File: config.mk
export PLATFORM = sky130hd
export DESIGN_NAME = fifo_burst_reader
export DESIGN_NICKNAME = d
export VERILOG_FILES = /design/src/rtl/fifo_rd_pkg.sv /design/src/rtl/fifo_rd_skid_buf.sv /design/src/rtl/fifo_burst_reader.sv
export SDC_FILE = /design/constraint.sdc
export NUM_CORES = 1
export LEC_CHECK = 0
export BUFFER_PORTS_ARGS = -buffer_cell sky130_fd_sc_hd__buf_2
export CAP_MARGIN = 20
export CORE_UTILIZATION = 35
export CTS_CLUSTER_SIZE = 25
export DETAILED_ROUTE_END_ITERATION = 12
export HOLD_SLACK_MARGIN = 0.02
export PLACE_DENSITY_LB_ADDON = 0.3
export SLEW_MARGIN = 0
export SYNTH_ARGS = -nofsm -noshare
export SYNTH_HDL_FRONTEND = slang
export SYNTH_SLANG_ARGS = --single-unit
File: constraint.sdc
create_clock -name rclk -period 2.4 [get_ports rclk]
set_input_delay 0.48 -clock rclk [delete_from_list [all_inputs] [get_ports rclk]]
set_output_delay 0.48 -clock rclk [all_outputs]
set_load 0.02 [all_outputs]
File: src/rtl/fifo_rd_pkg.sv
// Shared definitions for the FIFO burst reader: FSM encoding and output buffer sizing.
// Latency: n/a (types and constants only).
// Backpressure: n/a.
package fifo_rd_pkg;

  localparam logic [1:0] ST_IDLE  = 2'd0;
  localparam logic [1:0] ST_READ  = 2'd1;
  localparam logic [1:0] ST_DRAIN = 2'd2;

  typedef enum logic [1:0] {
    IDLE  = ST_IDLE,
    READ  = ST_READ,
    DRAIN = ST_DRAIN
  } rd_state_t;

  localparam int BUF_DEPTH = 2;

  // True while the output buffer can take another word this cycle.
  function automatic logic buf_has_room(input logic [1:0] cnt);
    return int'(cnt) < BUF_DEPTH;
  endfunction

endpackage

File: src/rtl/fifo_rd_skid_buf.sv
// Two-entry in-order buffer between the FIFO pop side and the downstream stream.
// Latency: a word pushed at edge N is on head_dat after edge N when the buffer was empty.
// Backpressure: caller must not push when full; pop is ignored when empty.
module fifo_rd_skid_buf
  import fifo_rd_pkg::*;
#(
  parameter int DATA_WIDTH = 8
) (
  input  logic                  clk,
  input  logic                  rst,
  input  logic                  push,
  input  logic [DATA_WIDTH-1:0] push_dat,
  input  logic                  pop,
  output logic [DATA_WIDTH-1:0] head_dat,
  output logic                  head_vld,
  output logic [1:0]            cnt
);

  logic [DATA_WIDTH-1:0] ent0;
  logic [DATA_WIDTH-1:0] ent1;
  logic [1:0]            cnt_q;
  logic                  push_ok;
  logic                  pop_ok;

  assign push_ok  = push & buf_has_room(cnt_q);
  assign pop_ok   = pop & (cnt_q != 2'd0);
  assign head_dat = ent0;
  assign head_vld = (cnt_q != 2'd0);
  assign cnt      = cnt_q;

  // Entry 0 is always the head; entry 1 shifts down on a pop.
  always_ff @(posedge clk) begin
    if (rst) begin
      ent0  <= '0;
      ent1  <= '0;
      cnt_q <= 2'd0;
    end else begin
      case ({push_ok, pop_ok})
        2'b10: begin
          if (cnt_q == 2'd0) ent0 <= push_dat;
          else               ent1 <= push_dat;
          cnt_q <= cnt_q + 2'd1;
        end
        2'b01: begin
          ent0  <= ent1;
          cnt_q <= cnt_q - 2'd1;
        end
        2'b11: begin
          // Occupancy unchanged; the new word lands behind whatever remains.
          if (cnt_q == 2'd1) begin
            ent0 <= push_dat;
          end else begin
            ent0 <= ent1;
            ent1 <= push_dat;
          end
        end
        default: ;
      endcase
    end
  end

endmodule

File: src/rtl/fifo_burst_reader.sv
// Read-domain burst consumer: pops a programmed word count from a show-ahead FIFO into a 2-entry output buffer.
// Latency: word popped at edge N is on out_data after edge N; done pulses one cycle after the buffer empties in DRAIN.
// Backpressure: pops stop when the buffer holds 2 words; rinc has no path from out_ready. Optional checker: FIFO_RD_SEQ_CHECK_EN.
module fifo_burst_reader
  import fifo_rd_pkg::*;
#(
  parameter int DATA_WIDTH = 8,
  parameter int LEN_WIDTH  = 4
) (
  input  logic                  rclk,
  input  logic                  rrst,
  input  logic                  start,
  input  logic [LEN_WIDTH-1:0]  burst_len,
  input  logic                  abort,
  input  logic                  rempty,
  input  logic [DATA_WIDTH-1:0] rdata,
  output logic                  rinc,
  output logic [DATA_WIDTH-1:0] out_data,
  output logic                  out_valid,
  input  logic                  out_ready,
  output logic                  busy,
  output logic                  done,
  output logic [LEN_WIDTH-1:0]  word_cnt,
  output logic                  seq_err
);

  localparam logic [LEN_WIDTH-1:0] LEN_ONE = 1;

  rd_state_t            state;
  logic [LEN_WIDTH-1:0] remain;
  logic [1:0]           buf_cnt;
  logic                 out_pop;
  logic                 last_pop;

  assign rinc = (state == READ) & ~rempty & (remain != '0) & buf_has_room(buf_cnt) & ~abort;
  assign busy     = (state != IDLE);
  assign out_pop  = out_valid & out_ready;
  assign last_pop = rinc & (remain == LEN_ONE);

  fifo_rd_skid_buf #(
    .DATA_WIDTH(DATA_WIDTH)
  ) u_buf (
    .clk      (rclk),
    .rst      (rrst),
    .push     (rinc),
    .push_dat (rdata),
    .pop      (out_pop),
    .head_dat (out_data),
    .head_vld (out_valid),
    .cnt      (buf_cnt)
  );

  // Burst sequencing: latch length on start, count pops, drain the buffer, then pulse done.
  always_ff @(posedge rclk) begin
    if (rrst) begin
      state    <= IDLE;
      remain   <= '0;
      word_cnt <= '0;
      done     <= 1'b0;
    end else begin
      done <= 1'b0;
      case (state)
        IDLE: begin
          if (start) begin
            state    <= READ;
            remain   <= burst_len;
            word_cnt <= '0;
          end
        end
        READ: begin
          if (rinc) begin
            remain   <= remain - LEN_ONE;
            word_cnt <= word_cnt + LEN_ONE;
          end
          // rinc is already low under abort, so abort wins over a final pop.
          if (abort || (remain == '0) || last_pop) state <= DRAIN;
        end
        DRAIN: begin
          if (buf_cnt == 2'd0) begin
            state <= IDLE;
            done  <= 1'b1;
          end
        end
        default: state <= IDLE;
      endcase
    end
  end

`ifdef FIFO_RD_SEQ_CHECK_EN
  logic [DATA_WIDTH-1:0] seq_expect;
  logic                  seq_first;
  logic                  seq_err_q;

  // Each pop after the first of a burst must carry the previous word plus one.
  always_ff @(posedge rclk) begin
    if (rrst) begin
      seq_expect <= '0;
      seq_first  <= 1'b1;
      seq_err_q  <= 1'b0;
    end else if ((state == IDLE) && start) begin
      seq_first <= 1'b1;
      seq_err_q <= 1'b0;
    end else if (rinc) begin
      if (!seq_first && (rdata != seq_expect)) seq_err_q <= 1'b1;
      seq_expect <= rdata + 1'b1;
      seq_first  <= 1'b0;
    end
  end

  assign seq_err = seq_err_q;
`else
  assign seq_err = 1'b0;
`endif

endmodule

; ---- Word-level counts from Yosys, hierarchy flattened
; Index checks and enable logic that the tools add are counted.
[totals]
regBits = 29
inputBits = 18
out_inout_bits = 17
word_cells = 72
[op_classes]
n_addsub = 4
order_cmp = 1
eq_ne = 14
n_mux = 18
n_bitwise = 11
n_reduce_logical = 17
[ops]
columns = op, count
row1 = 2-to-1 mux 8 bit, 4
row2 = one-hot mux 8 bit (3 select lines), 1
row3 = 2-to-1 mux 4 bit, 4
row4 = one-hot mux 4 bit (2 select lines), 2
row5 = one-hot mux 8 bit (2 select lines), 1
row6 = "!= test 2 bit, second input constant", 6
row7 = nonzero test 2 bit, 5
row8 = AND reduction 3 bit, 3
row9 = bitwise AND 1 bit, 8
row10 = "equality test 2 x 1 -> 1 bit, second input constant", 3
row11 = "equality test 2 bit, second input constant", 3
row12 = 2-to-1 mux 2 bit, 3
row13 = one-hot mux 2 bit (3 select lines), 1
row14 = "adder 4 x 1 -> 4 bit, second input constant", 1
row15 = "equality test 4 x 1 -> 1 bit, second input constant", 1
row16 = zero test 2 bit, 2
row17 = zero test 4 bit, 1
row18 = one-hot mux 2 bit (2 select lines), 1
row19 = nonzero test 4 bit, 1
row20 = "subtractor 4 x 1 -> 4 bit, second input constant", 1
row21 = inverter 1 bit, 3
row22 = nonzero test 3 bit, 1
row23 = "adder 2 x 1 -> 2 bit, second input constant", 1
row24 = logical OR 1 bit, 2
row25 = other kinds (6), 6

; ---- Longest topological paths before layout
[logic_depth]
ltp_word = 9
depth_mapped = 10
ltp_nobuf = 10

; ---- Hierarchy
; From an unflattened synthesis, not the netlist that was laid out.
[hier_totals]
cells_unflattened = 164
area_unflattened_um2 = 1524.0
[by_module_without_submodules]
columns = module, instances, cells_per_inst, area_each_um2, seq_area_each_um2
row1 = fifo_rd_skid_buf, 1, 91, 887.1, 360.3
row2 = fifo_burst_reader, 1, 73, 636.9, 220.2

; ---- Least setup slack after synthesis
; Ideal clock, no wire load.
[synth_path]
path_type = reg-to-reg
startpoint = reg remain[0]
endpoint = reg u_buf.ent1[0]
setup_ns = 0.128
arrival_time_ns = 2.138
t_required_ns = 2.272
slack_ns = 0.134
stages_incl_launch_ff = 10
n_path_buf = 0
synth_period_minus_slack_ns = 2.266
cell_sequence = dfxtp_1 inv_1 ha_1 or3b_4 nand3_2 inv_1 ha_1 o211ai_2 mux2i_1 nor2_1
[synth_via]
elab_chain_len = 8
elab_cells_between_ends = 12
cone_classes = 4 x eq/ne / 1 x mux / 4 x bitwise / 3 x reduce/logical
[synth_rtl]
columns = item, line_no
row1 = start: declaration, fifo_burst_reader.sv:30  ; logic [LEN_WIDTH-1:0] remain;
row2 = start signal: assignment, fifo_burst_reader.sv:66  ; remain <= burst_len;
row3 = start signal: assignment, fifo_burst_reader.sv:72  ; remain <= remain - LEN_ONE;
row4 = nonzero test 4 bit *, fifo_burst_reader.sv:35  ; assign rinc = (state == READ) & ~rempty & (remain != '0) & buf_has_room(buf_cnt) & ~abort;
row5 = bitwise AND 1 bit * (3 in series), fifo_burst_reader.sv:35
row6 = bitwise AND 1 bit *, fifo_rd_skid_buf.sv:25  ; assign push_ok = push & buf_has_room(cnt_q);
row7 = equality test 2 bit, fifo_rd_skid_buf.sv:38  ; case ({push_ok, pop_ok})
row8 = != test 2 bit (no source line) / nonzero test 2 bit (equally long branches), --
row9 = AND reduction 3 bit (no source line), --
row10 = end signal: assignment, fifo_rd_skid_buf.sv:41  ; else ent1 <= push_dat;
row11 = end signal: assignment, fifo_rd_skid_buf.sv:54  ; ent1 <= push_dat;
row12 = end: declaration, fifo_rd_skid_buf.sv:20  ; logic [DATA_WIDTH-1:0] ent1;
; Mark *: on every way between the ends. The rest lies on a longest branch, timed or not.
; A chain may end at the register's enable or synchronous reset.

; ---- Final worst setup path
[layout_path]
startpoint = reg u_buf.cnt_q[1], in the netlist u_buf.cnt[1]
endpoint = reg u_buf.ent0[4], in the netlist u_buf.head_dat[4]
[layout_via]
elab_chain_len = 7
elab_cells_between_ends = 17
cone_classes = 1 x order compare / 5 x eq/ne / 2 x mux / 5 x bitwise / 4 x reduce/logical
[layout_rtl]
columns = item, line_no
row1 = start: declaration, fifo_rd_skid_buf.sv:21  ; logic [1:0] cnt_q;
row2 = start signal: assignment, fifo_rd_skid_buf.sv:42  ; cnt_q <= cnt_q + 2'd1;
row3 = start signal: assignment, fifo_rd_skid_buf.sv:46  ; cnt_q <= cnt_q - 2'd1;
row4 = less-than comparator 2 bit, fifo_rd_pkg.sv:20  ; return int'(cnt) < BUF_DEPTH;
row5 = bitwise AND 1 bit (2 in series), fifo_burst_reader.sv:35
row6 = bitwise AND 1 bit, fifo_rd_skid_buf.sv:25
row7 = equality test 2 bit / equality test 2 x 1 -> 1 bit (equally long branches), fifo_rd_skid_buf.sv:38
row8 = != test 2 bit (no source line) / nonzero test 3 bit (equally long branches), --
row9 = AND reduction 2 bit (no source line), --
row10 = end signal: assignment, fifo_rd_skid_buf.sv:40  ; if (cnt_q == 2'd0) ent0 <= push_dat;
row11 = end signal: assignment, fifo_rd_skid_buf.sv:45  ; ent0 <= ent1;
row12 = end signal: assignment, fifo_rd_skid_buf.sv:51  ; ent0 <= push_dat;
row13 = end: declaration, fifo_rd_skid_buf.sv:19  ; logic [DATA_WIDTH-1:0] ent0;
; Several ways; a longest one is shown, not always the timed one.

==> out/qor.csv <==
stage,metric,value,unit
floorplanning,core box area,3770,um2
timing,setup TNS,0,ns
flow_run,Max Cap Viol,0,
pwr,power density over the cells,916,nW/um2
grt,antenna violations before repair,0,
placement,dpl hpwl,2310,um
synth,number of synthesized register bits,29,
placement,GPL Wtd Cong,0.859,
status,status,completed,
clock_tree,CTS Root Cell,clkbuf_8,
floorplanning,Row Count,22,
synth,synthesized net count,179,
final_layout,P&R area growth vs syn,32.1,%
grt,first-pass GRT wire length,5350,um
final_layout,number of antenna diodes,0,
final_layout,final non-filler cell total,245,
worst_hold_path,worst hold-check path type,in2reg,
drt,met2 wire length,1500,um
floorplanning,IO Pins,35,
synth,Synth cell types,41,
timing,Max Freq,0.450,GHz
pwr,Gate power share,0.338,
clock_tree,Setup Buffers After CTS,0,
critical_path,critical path required time,2.60,ns
timing,Max Slew Vio Count,0,
drt,via count,1270,
pwr,total power,1710,uW
grt,Global Route Usage Sum,0.166,
floorplanning,die width,65.5,um
critical_path,CP Max Fanout,8,
critical_path,reg-to-reg endpoint,u_buf.head_dat[4],
grt,vias in the first global route,1201,
pwr,clock network fraction of total power,0.308,
critical_path,crit-path cells,"inv_1, ha_1, inv_1, nand2_1, inv_1, ha_1, nor2b_1, o21a_2, a221oi_2, nor3_1",
critical_path,Critical Path Max Stage Delay,0.40,ns
drt,DR pass1 iterations,4,
clock_tree,CTS max path bufs,2,
drt,DRC Markers,0,
pwr,Sw Share,0.348,
critical_path,highest-delay cell along the critical path,dfxtp_1,
final_layout,Storage cell area,581,um2
clock_tree,TritonCTS Buffers,5,
placement,placed cell count,237,
floorplanning,Initial Util,0.375,
timing,Fin. Hold Viols,0,
timing,post-layout min period,2.22,ns
timing,crit share post-route,0.926,
synth,Synth Area per Inst,9.23,um2
floorplanning,Die Y,65.5,um
critical_path,"most used cell, CP",inv_1,
critical_path,Worst setup EP type,flop,
timing,Worst Skew,0.00504,ns
synth,sequential share of the synthesized area,0.411,
synth,Yosys warnings,0,
drt,Highest Signal Layer,met4,
worst_hold_path,hold path startpoint,rdata[7],
final_layout,fin nets,222,
final_layout,layout cells sized above 1,0.355,
synth,Synth Cell Area,1410,um2
critical_path,WS Path Type,reg2reg,
grt,GRT Residual Overflow,0,
synth,Synth Flop Type,dfxtp_1,
worst_hold_path,Worst Hold Endpoint,u_buf.ent1[7],
drt,via density per instance,5.18,
pwr,sequential power share,0.354,
synth,number of synthesized flops with an enable pin,0,
drt,routed wl met3,228,um
floorplanning,Die Area,4290,um2
clock_tree,CTS Sinks,29,
drt,DRT iter0 DRCs,56,
final_layout,multi-input logic area,846,um2
clock_tree,TritonCTS clock tree,done,
pwr,Leakage,0.000859,uW
timing,worst-margin pin slew,0.606,ns
synth,ys async rst share,0,
pwr,Int Power,1110,uW
drt,antenna-violating nets left,0,
clock_tree,Clock Pin Slew Worst Setup and Hold Paths,0.07,ns
pwr,Net Sw Power,595,uW
critical_path,r2r setup slk,0.18,ns
worst_hold_path,worst hold path stage count,3,
critical_path,CP Data Arrival Time,2.42,ns
timing,hold slack,0.456,ns
placement,I/O Buffers,33,
drt,DR WL/cell,13.3,um
pwr,worst vdd ir,487,uV
clock_tree,hold buffers post-CTS,0,
grt,pin count of the biggest net entering global routing,31,
critical_path,type of origin of the critical path,flop,
synth,Post-Synthesis Cells,153,
final_layout,fillers,371,
timing,worst rel slew slack,0.596,
critical_path,Worst Reg-to-Reg Cells,10,
timing,# setup viols final,0,
drt,final WL,3250,um
clock_tree,"Clk Latency, worst-skew pair",0.28,ns
drt,wl on met1,1470,um
critical_path,r2r startpoint,u_buf.cnt[1],
clock_tree,Max H-tree Level,2,
synthesized netlist by cell type, types with 2 or more instances:
| cell type | instances | share of area |
|---|---|---|
| buf_4 | 2 | 0.011 |
| nand4_1 | 2 | 0.0089 |
| mux2i_1 | 9 | 0.064 |
| nor3b_1 | 2 | 0.011 |
| a21oi_1 | 5 | 0.018 |
| inv_1 | 8 | 0.021 |
| dfxtp_1 | 29 | 0.41 |
| a221oi_1 | 9 | 0.056 |
| nor2_1 | 22 | 0.058 |
| nand2_1 | 6 | 0.016 |
| nand3b_1 | 2 | 0.011 |
| clkbuf_1 | 2 | 0.0053 |
| xor2_1 | 3 | 0.019 |
| o21ai_0 | 3 | 0.011 |
| nor3_1 | 10 | 0.035 |
| a211oi_1 | 4 | 0.021 |
| nor2b_1 | 3 | 0.013 |
| nand3_1 | 2 | 0.0071 |
| ha_1 | 8 | 0.071 |
cells in the final DEF, fill, tap and decap left out, types with 4 or more instances in the layout:
cell      instances
nor2_1           22
nor3_1           10
dfxtp_1          29
mux2i_1           8
clkbuf_8          6
a221oi_2          8
ha_1              7
a21oi_1           5
inv_1             7
buf_2            33
nand2_1           5
a211oi_1          4
buf_4             7
per-layer routing:
metal	vias up	GRT usage
li1	642	-
met1	582	0.211
met2	40	0.256
met3	6	0.0503
met4	0	0.0734
met5	-	0
sequential cells by signal (all words and copies together), names as in the netlist:
| signal | flops |
|---|---|
| word_cnt | 4 |
| u_buf.cnt | 2 |
| state | 2 |
| done | 1 |
| u_buf.ent1 | 8 |
| u_buf.head_dat | 8 |
| remain | 4 |
critical path: cells and delay by family, from the launching register on:
family / cells / cell delay [ns]
AO/OA/AOI/OAI: 2 / 0.37
buffers and inverters: 3 / 0.40
flip-flops: 1 / 0.40
AND/OR/NAND/NOR: 3 / 0.47
adder cells (fa/ha/maj): 2 / 0.51
per-stage QoR:
| step | cell area (um2) | setup slack, ns | util |
|---|---|---|---|
| 2_1_floorplan | 1410 | 0.134 | - |
| 3_3_place_gp | 1670 | 0.0852 | 0.443 |
| 3_5_place_dp | 1670 | 0.0537 | 0.443 |
| 4_1_cts | 1790 | 0.0440 | 0.475 |
| 5_1_grt | 1870 | -0.0569 | 0.495 |
| 6_report | 1870 | 0.177 | 0.495 |
power groups by stage:
stage	logic, uW	registers (uW)	clock network (uW)
final	577	605	526
after detailed placement	538	616	0
after global placement	533	615	0
after floorplan	321	664	0
after global routing	643	612	551
after CTS	541	605	534
layout make-up:
class | count | area share
multi-input cells | 111 | 0.453
repair buffers | 41 | 0.123
flip-flops and latches | 29 | 0.311
clock buffers | 6 | 0.0443
inverters | 8 | 0.0161
well taps | 48 | 0.0322
clock inverters | 2 | 0.0201
logic make-up after synthesis:
logic type | after synthesis | synth area share
flip-flops | 29 | 0.411
AO/OA/AOI/OAI | 31 | 0.169
XOR/XNOR | 3 | 0.0186
other | 1 | 0.00265
multiplexers | 9 | 0.0638
adder cells (fa/ha/maj) | 8 | 0.0709
buffers and inverters | 13 | 0.0399
AND/OR/NAND/NOR | 59 | 0.224
how the worst max path moves through the flow:
stage,cells after the start,end,from
2_1_floorplan,9,u_buf.ent1[0],remain[0]
3_3_place_gp,10,u_buf.head_dat[1],remain[0]
5_1_grt,10,u_buf.head_dat[4],u_buf.cnt[1]
3_5_place_dp,10,u_buf.head_dat[1],remain[0]
4_1_cts,10,u_buf.head_dat[1],remain[0]
6_report,10,u_buf.head_dat[4],u_buf.cnt[1]
repair_timing:
item / in CTS / in global routing
setup endpoints to repair: 0 / 16
gates resized for setup: 0 / 15
hold endpoints to repair: 0 / 0
(Power assumes the default switching activity.)
